### config.mk
export PLATFORM = sky130hd
export DESIGN_NAME = hdlc_tx_shift
export DESIGN_NICKNAME = d
export VERILOG_FILES = /design/src/rtl/hdlc_tx_shift.sv
export SDC_FILE = /design/constraint.sdc
export NUM_CORES = 1
export LEC_CHECK = 0
export CAP_MARGIN = 0
export CORE_AREA = 10 10 71 58
export CTS_BUF_LIST = sky130_fd_sc_hd__clkbuf_4 sky130_fd_sc_hd__clkbuf_8 sky130_fd_sc_hd__clkbuf_16
export DETAILED_ROUTE_END_ITERATION = 7
export DIE_AREA = 0 0 81 68
export GPL_TIMING_DRIVEN = 0
export HOLD_SLACK_MARGIN = 0.06
export PLACE_DENSITY_LB_ADDON = 0.3
export SYNTH_ARGS = -nofsm -noshare
export SYNTH_HDL_FRONTEND = slang
export SYNTH_SLANG_ARGS = --single-unit
### constraint.sdc
create_clock -name Clk -period 2.9 [get_ports Clk]
set_input_delay 0.58 -clock Clk [delete_from_list [all_inputs] [get_ports Clk]]
set_output_delay 0.58 -clock Clk [all_outputs]
set_load 0.01 [all_outputs]
### src/rtl/hdlc_tx_shift.sv
// HDLC transmit shifter: parallel word -> LSB-first serial bits with zero-bit
// insertion, one bit per En strobe, fed through a one-word holding register.
module hdlc_tx_shift #(
    parameter int unsigned WIDTH     = 8,
    parameter int unsigned STUFF_RUN = 5
) (
    input  logic             Clk,
    input  logic             Rst,
    input  logic             Clr,
    input  logic             En,
    input  logic [WIDTH-1:0] PData,
    input  logic             PDataRaw,
    input  logic             PDataValid,
    output logic             PDataReady,
    output logic             SData,
    output logic             SDataValid,
    output logic             WordDone,
    output logic             Busy
);

    localparam int unsigned ONES_W = $clog2(STUFF_RUN + 1);
    localparam int unsigned CNT_W  = (WIDTH > 1) ? $clog2(WIDTH) : 1;

    typedef enum logic [1:0] {
        ST_IDLE  = 2'd0,
        ST_SHIFT = 2'd1,
        ST_STUFF = 2'd2
    } state_e;

    state_e             state_q, state_d;
    logic [WIDTH-1:0]   hold_q, hold_d;
    logic               hold_raw_q, hold_raw_d;
    logic               hold_full_q, hold_full_d;
    logic [WIDTH-1:0]   shreg_q, shreg_d;
    logic               raw_q, raw_d;
    logic [CNT_W-1:0]   bit_cnt_q, bit_cnt_d;
    logic [ONES_W-1:0]  ones_cnt_q, ones_cnt_d;
    logic               after_last_q, after_last_d;
    logic               sdata_q, sdata_d;
    logic               sdata_valid_q, sdata_valid_d;
    logic               word_done_q, word_done_d;
    logic               ready_q, ready_d;
    logic               busy_q, busy_d;

    logic               bit_out;
    logic               stuff_req;
    logic               reload;

    // Bit leaving the shifter and whether it completes a run needing a stuffed 0
    assign bit_out   = shreg_q[0];
    assign stuff_req = !raw_q && bit_out && (ones_cnt_q == ONES_W'(STUFF_RUN - 1));

    // Next-state, datapath and output computation
    always_comb begin
        state_d       = state_q;
        hold_d        = hold_q;
        hold_raw_d    = hold_raw_q;
        hold_full_d   = hold_full_q;
        shreg_d       = shreg_q;
        raw_d         = raw_q;
        bit_cnt_d     = bit_cnt_q;
        ones_cnt_d    = ones_cnt_q;
        after_last_d  = after_last_q;
        sdata_d       = sdata_q;
        sdata_valid_d = 1'b0;
        word_done_d   = 1'b0;
        reload        = 1'b0;

        case (state_q)
            ST_IDLE: begin
                if (hold_full_q) begin
                    reload  = 1'b1;
                    state_d = ST_SHIFT;
                end else if (En) begin
                    sdata_d    = 1'b1;
                    ones_cnt_d = '0;
                end
            end
            ST_SHIFT: begin
                if (En) begin
                    sdata_d       = bit_out;
                    shreg_d       = shreg_q >> 1;
                    sdata_valid_d = 1'b1;
                    if (raw_q || !bit_out || stuff_req) begin
                        ones_cnt_d = '0;
                    end else begin
                        ones_cnt_d = ones_cnt_q + ONES_W'(1);
                    end
                    if (bit_cnt_q == CNT_W'(WIDTH - 1)) begin
                        word_done_d = 1'b1;
                        if (stuff_req) begin
                            state_d      = ST_STUFF;
                            after_last_d = 1'b1;
                        end else if (hold_full_q) begin
                            reload = 1'b1;
                        end else begin
                            state_d = ST_IDLE;
                        end
                    end else begin
                        bit_cnt_d = bit_cnt_q + CNT_W'(1);
                        if (stuff_req) begin
                            state_d      = ST_STUFF;
                            after_last_d = 1'b0;
                        end
                    end
                end
            end
            ST_STUFF: begin
                if (En) begin
                    sdata_d       = 1'b0;
                    sdata_valid_d = 1'b1;
                    ones_cnt_d    = '0;
                    if (!after_last_q) begin
                        state_d = ST_SHIFT;
                    end else if (hold_full_q) begin
                        reload  = 1'b1;
                        state_d = ST_SHIFT;
                    end else begin
                        state_d = ST_IDLE;
                    end
                end
            end
            default: state_d = ST_IDLE;
        endcase

        // Holding register to shifter transfer
        if (reload) begin
            shreg_d     = hold_q;
            raw_d       = hold_raw_q;
            hold_full_d = 1'b0;
            bit_cnt_d   = '0;
        end

        // Upstream load; only possible while the hold is empty, so never with a transfer
        if (PDataValid && !hold_full_q) begin
            hold_d      = PData;
            hold_raw_d  = PDataRaw;
            hold_full_d = 1'b1;
        end

        ready_d = !hold_full_d;
        busy_d  = (state_d != ST_IDLE) || hold_full_d;
    end

    // State register with synchronous reset/clear
    always_ff @(posedge Clk) begin
        if (Rst || Clr) begin
            state_q       <= ST_IDLE;
            hold_q        <= '0;
            hold_raw_q    <= 1'b0;
            hold_full_q   <= 1'b0;
            shreg_q       <= '0;
            raw_q         <= 1'b0;
            bit_cnt_q     <= '0;
            ones_cnt_q    <= '0;
            after_last_q  <= 1'b0;
            sdata_q       <= 1'b1;
            sdata_valid_q <= 1'b0;
            word_done_q   <= 1'b0;
            ready_q       <= 1'b1;
            busy_q        <= 1'b0;
        end else begin
            state_q       <= state_d;
            hold_q        <= hold_d;
            hold_raw_q    <= hold_raw_d;
            hold_full_q   <= hold_full_d;
            shreg_q       <= shreg_d;
            raw_q         <= raw_d;
            bit_cnt_q     <= bit_cnt_d;
            ones_cnt_q    <= ones_cnt_d;
            after_last_q  <= after_last_d;
            sdata_q       <= sdata_d;
            sdata_valid_q <= sdata_valid_d;
            word_done_q   <= word_done_d;
            ready_q       <= ready_d;
            busy_q        <= busy_d;
        end
    end

    assign PDataReady = ready_q;
    assign SData      = sdata_q;
    assign SDataValid = sdata_valid_q;
    assign WordDone   = word_done_q;
    assign Busy       = busy_q;

endmodule
==> run_results.csv, run 1 <==
group,metric,value,unit
clocking,root_buffer,"clkbuf_8",
clocking,h-tree-depth,2,
die,core,0.00281,sq mm
sta,final.setup.tns,0,ns
detailed_routing,drtIter0Drc,142,
die,die_h,68,microns
run,cap_violations,0,
setup_path,arrival,2.26,ns
clocking,cts_max_path_buffers,2,
sta,rsz0062_at_grt,"no",
pwr,power,933,uW
global_route,grt_pass1_vias,1313,
pwr,p_comb_frac,0.089,
clocking,cts_hold_buffers,0,
synthesis,synth_top_area_cell,"dfxtp_1",
finish,n_antenna_cell,0,
die,fp.dieW,81,microns
synthesis,synth_fa_ha_area_frac,0.0658,
sta,slew_headroom,0.660,
sta,fin_crit_sh,0.725,
global_route,grt_max_degree,11,
detailed_routing,drtPass1Iterations,4,
synthesis,synth.area.top_cells,"dfxtp_1, nand2_1, a21oi_1",
die,dieArea,0.00551,sq mm
synthesis,synth_warnings,0,
finish,area_growth_syn_to_layout,21.6,%
pwr,vdd_drop_max,0.358,mV
synthesis,netlist_area,0.00152,sq mm
sta,fmax,0.476,GHz
finish,mostFrequentLayoutCells,"nand2_1, dfxtp_1, a21oi_1, clkdlybuf4s50_1, o21ai_0",
setup_path,path_class,"flip-flop to flip-flop",
synthesis,synth_seq_cells,33,
pwr,seqPwrFrac,0.504,
global_route,gr-total-overflow,0,
clocking,clk_pin_slew,0.07,ns
pwr,p_sw,216,uW
sta,post-route-min-period,2.10,ns
pwr,switching_share,0.232,
clocking,cts_tree,"built",
detailed_routing,antenna_left,0,
clocking,cts_inserted_buffers,5,
pwr,p_clk_frac,0.407,
outcome,outcome,"finished, final reports clean",
synthesis,synth_top_family_by_area,"simple AND/OR/NAND/NOR gates",
setup_path,crit_fanout,10,
setup_path,endpoint_kind,"flip-flop",
sta,hold_viol,0,
setup_path,cp-start-kind,"flip-flop",
clocking,cts.repair.resized,0,
placement,portBuffers,18,
synthesis,synthCells,189,
setup_path,required,3.06,ns
global_route,antenna_found_initial,0,
sta,tightest_slew,0.510,ns
global_route,grt_pass1_wl,5950,microns
detailed_routing,drt-vias-per-instance,5.46,
die,ios,19,
hold_path,holdCritPathClass,"flip-flop to flip-flop",
clocking,clock-sinks,33,
global_route,grt_use_total,0.138,
synthesis,synth_xor_area_frac,0.00576,
detailed_routing,wirelength,3450,microns
synthesis,synth.distinct_cells,34,
sta,fin_skew,0.00485,ns
pwr,powerDensity,505,mW/mm^2
synthesis,syn_area_per_cell,8.04,sq um
clocking,cts_setup_buffers,0,
detailed_routing,wl_per_cell,13.6,microns
sta,finalMaxSlewViolations,0,
die,initial_utilization,0.541,
synthesis,syn_nets,211,
pwr,p_leak,0.000680,uW
synthesis,yosys-mux-area-fraction,0,
placement,gp_congestion,0.951,
synthesis,synth_compound_area_frac,0.216,
clocking,clock_latency,0.29,ns
finish,finalNetCount,236,
placement,dp_hpwl,2700,microns
detailed_routing,drc,0,
synthesis,synth_top_area_share,0.435,
synthesis,seq_area_frac_synth,0.435,
sta,setup_viol_count_final,0,
synthesis,synth-simple-area-share,0.221,
pwr,power.internal,717,uW
die,fp-row-count,17,
finish,drive_above_1_share,0.0791,
finish,final_common_cell,"nand2_1",
detailed_routing,route.vias.total,1381,
state kept, by name, summed over array words and instances, names as in the netlist:
signal        flops
bit_cnt_q         3
hold_full_q       1
state_q           2
hold_q            8
WordDone          1
raw_q             1
PDataReady        1
after_last_q      1
shreg_q           8
hold_raw_q        1
ones_cnt_q        3
SData             1
Busy              1
SDataValid        1
kinds of logic after synthesis:
kind of cell	count (synthesis)
buffers and inverters	18
and+or+nand+nor	75
xor gates and xnor gates	1
DFF	33
adders and majority gates	8
AOI/OAI and AO/OA	54
area by class of cell:
| cell class | instances | area (sq um) |
|---|---|---|
| Fill cell | 244 | 958 |
| Multi-Input combinational cell | 138 | 774 |
| Sequential cell | 33 | 661 |
| Timing Repair Buffer | 18 | 180 |
| Clock buffer | 7 | 96.3 |
| Buffer | 9 | 51.3 |
| Tap cell | 38 | 47.5 |
| Inverter | 9 | 33.8 |
| Clock inverter | 1 | 5.00 |
stage by stage:
stage	util	instance area [sq um]	hold slack, ns	setup slack [ns]	cells
detailed placement	0.623	1750	0.442	0.602	245
global route	0.659	1850	0.490	0.637	253
floorplan	-	1520	0.432	1.06	189
global placement	0.623	1750	0.443	0.639	245
CTS	0.659	1850	0.452	0.805	253
finish	0.659	1850	0.454	0.797	253
critical path: stages (launching register included):
cell	delay, ns
dfxtp_1	0.47
inv_1	0.13
ha_1	0.34
and4b_1	0.23
a21oi_2	0.10
or3_1	0.34
buf_6	0.15
o211ai_2	0.08
o311ai_1	0.13
final timing paths:
kind | startpoint | endpoint | slack, ns | cells past startpoint
min | hold_raw_q$_SDFFE_PP0P_ | raw_q$_SDFFE_PP0P_ | 0.45 | 2
min reg2reg | hold_raw_q$_SDFFE_PP0P_ | raw_q$_SDFFE_PP0P_ | 0.45 | 2
max | state_q[0]$_SDFF_PP0_ | Busy$_SDFF_PP0_ | 0.80 | 8
max reg2reg | state_q[0]$_SDFF_PP0_ | Busy$_SDFF_PP0_ | 0.80 | 8
power groups by stage:
stage	sequential, uW	combinational [uW]	clock [uW]
2_1_floorplan	480	46.9	0
3_3_place_gp	480	80.5	0
3_5_place_dp	480	83.2	0
4_1_cts	470	83.6	388
5_1_grt	471	92.6	410
6_report	470	83.4	380
metal layers:
metal / global-route usage / share of wire
met1: 0.171 / 0.48
met2: 0.210 / 0.43
met3: 0.0589 / 0.074
met4: 0.0517 / 0.015
met5: 0 / 0
cell usage after synthesis:
library cell,count
or3_1,1
and4b_1,1
o311ai_1,1
a21oi_2,1
ha_1,8
nand2_1,45
o21ai_0,12
or2_2,1
nand3_1,2
buf_2,2
buf_1,1
nand2b_1,2
xnor2_1,1
a2bb2oi_1,1
nor2_1,11
o211ai_1,1
nor3_1,3
a311oi_1,1
nor3_2,1
buf_6,2
a211oi_4,1
inv_1,9
nand4b_1,2
dfxtp_1,33
o21ai_1,4
a41o_1,1
o211ai_2,1
nor2b_1,4
and3_1,1
a21oi_1,21
a31oi_1,8
or4_1,1
clkbuf_1,4
o311ai_0,1
Power figures use the tool's default switching activity.
==> run 2: changes to the inputs <==
--- a/config.mk
+++ b/config.mk
@@ -6,10 +6,10 @@
 export NUM_CORES = 1
 export LEC_CHECK = 0
 export CAP_MARGIN = 0
-export CORE_AREA = 10 10 71 58
+export CORE_AREA = 10 10 73 59
 export CTS_BUF_LIST = sky130_fd_sc_hd__clkbuf_4 sky130_fd_sc_hd__clkbuf_8 sky130_fd_sc_hd__clkbuf_16
 export DETAILED_ROUTE_END_ITERATION = 7
-export DIE_AREA = 0 0 81 68
+export DIE_AREA = 0 0 83 69
 export GPL_TIMING_DRIVEN = 0
 export HOLD_SLACK_MARGIN = 0.06
 export PLACE_DENSITY_LB_ADDON = 0.3
==> constraint.sdc (replaced) <==
create_clock -name Clk -period 1.99 [get_ports Clk]
set_input_delay 0.398 -clock Clk [delete_from_list [all_inputs] [get_ports Clk]]
set_output_delay 0.398 -clock Clk [all_outputs]
set_load 0.01 [all_outputs]
==> run_results.csv, run 2 (synthesis gave the netlist of run 1 again) <==
group,metric,value,unit
setup_path,path_delay_family,"buffers and inverters",
setup_path,worst-path-buf-inv,2,
sta,post-route-min-period,1.89,ns
pwr,seqPwrFrac,0.514,
clocking,cts_tree,"built",
global_route,grt_use_total,0.123,
detailed_routing,drt-vias-per-instance,5.54,
clocking,cts_max_path_buffers,2,
pwr,p_leak,0.000701,uW
detailed_routing,drtIter0Drc,215,
sta,slew_headroom,0.659,
clocking,root_buffer,"clkbuf_8",
outcome,outcome,"finished, final reports clean",
finish,top_regs,"hold_q x8, shreg_q x8",
sta,setup_viol_count_final,0,
die,core,0.00289,sq mm
pwr,vdd_drop_max,0.498,mV
sta,finalMaxSlewViolations,0,
pwr,switching_share,0.227,
sta,hold_viol,0,
global_route,antenna_found_initial,0,
detailed_routing,drtPass1Iterations,4,
finish,n_antenna_cell,0,
sta,setup_slack,0.102,ns
setup_path,max_stage_delay,0.55,ns
hold_path,holdCritPathClass,"flip-flop to flip-flop",
setup_path,path_class,"primary input to flip-flop",
clocking,cts_inserted_buffers,5,
setup_path,endpoint_kind,"flip-flop",
finish,final_common_cell,"nand2_1",
sta,fmax,0.530,GHz
detailed_routing,wl_per_cell,14.3,microns
clocking,clock-sinks,33,
die,ios,19,
pwr,powerDensity,691,mW/mm^2
pwr,p_comb_frac,0.103,
run,cap_violations,0,
setup_path,crit_path_cell_trace,"clkdlybuf4s50_1 > buf_2 > nor2b_1 > a311oi_1 > a21oi_1 > o21ai_0 > o311ai_1",
global_route,grt_pass1_vias,1327,
placement,place_area,0.00175,sq mm
placement,gp_congestion,0.936,
sta,final.setup.tns,0,ns
pwr,power.internal,1030,uW
finish,finalNetCount,242,
pwr,p_clk_frac,0.383,
sta,tightest_slew,0.508,ns
placement,portBuffers,18,
setup_path,cp-startpoint,"En",
global_route,grt_pass1_wl,6060,microns
die,dieArea,0.00573,sq mm
finish,mostFrequentLayoutCells,"nand2_1, dfxtp_1, a21oi_1, clkdlybuf4s50_1, o21ai_0",
clocking,clock_latency,0.28,ns
detailed_routing,antenna_left,0,
placement,pre_cts_ws,-0.170,ns
setup_path,crit_fanout,10,
finish,area_growth_syn_to_layout,26.8,%
pwr,p_sw,302,uW
die,die_h,69,microns
sta,fin_crit_sh,0.949,
finish,drive_above_1_share,0.145,
setup_path,r2r_start,"state_q[0]$_SDFF_PP0_",
die,initial_utilization,0.526,
detailed_routing,route.vias.total,1430,
pwr,power,1330,uW
finish,fin_area,0.00193,sq mm
clocking,h-tree-depth,2,
setup_path,cp_slowest_cell,"clkdlybuf4s50_1",
global_route,grt_max_degree,11,
detailed_routing,wirelength,3690,microns
setup_path,cp-start-kind,"primary input",
die,fp.dieW,83,microns
hold_path,min-delay-start,"hold_q[2]$_SDFFE_PP0P_",
sta,fin_skew,0.00495,ns
setup_path,arrival,2.04,ns
clocking,clk_pin_slew,0.06,ns
placement,dp_hpwl,2720,microns
sta,hold_slack,0.460,ns
global_route,gr-total-overflow,0,
setup_path,required,2.14,ns
detailed_routing,drc,0,
die,fp-row-count,17,
-- run 2: changes by cell type in the layout (fill, tap and decap cells not counted), sizes merged --
cell	previous run	this run
clkinv	1	0
buf	5	11
-- run 2: repair_timing --
action                     in CTS  in global routing
setup buffers                   0                  6
pin swaps                       0                  3
hold buffers                    0                  0
setup endpoints to repair      11                 15
resized for setup               2                 11
-- run 2: path summary, 6_finish.rpt --
check / to / slack [ns] / cells after the start
worst max-delay path: Busy$_SDFF_PP0_ / 0.10 / 7
worst min-delay path: hold_q[2]$_SDFFE_PP0P_ / 0.46 / 2
worst max register to register: Busy$_SDFF_PP0_ / 0.10 / 8
worst min register to register: hold_q[2]$_SDFFE_PP0P_ / 0.46 / 2
-- run 2: final cells by class --
cell class / instances / area (sq um)
buffer: 9 / 51.3
timing repair buffer: 24 / 225
clock buffer: 7 / 90.1
tap: 38 / 47.5
multi-input combinational: 138 / 813
sequential: 33 / 667
fill: 252 / 965
inverter: 9 / 33.8
-- run 2: per-stage QoR --
step / utilization / std cells
global route: 0.667 / 258
CTS: 0.637 / 252
detailed placement: 0.604 / 245
global placement: 0.604 / 245
floorplan: - / 189
finish: 0.667 / 258
-- run 2: power groups by stage --
stage	clock network [uW]	logic [uW]	registers, uW
floorplan	0	68.4	699
global placement	0	117	699
detailed placement	0	122	699
CTS	513	123	685
global route	544	151	685
finish	510	137	685
-- run 2: worst min-delay path: stages (launching register included) --
cell	delay, ns
dfxtp_1	0.31
nand2_1	0.05
a21oi_1	0.05
-- run 2: per-layer routing --
layer	up-vias	share of wire	track usage
met5	-	0	0
li1	709	-	-
met1	657	0.46	0.157
met4	0	0.014	0.0524
met3	8	0.079	0.0422
met2	56	0.44	0.182
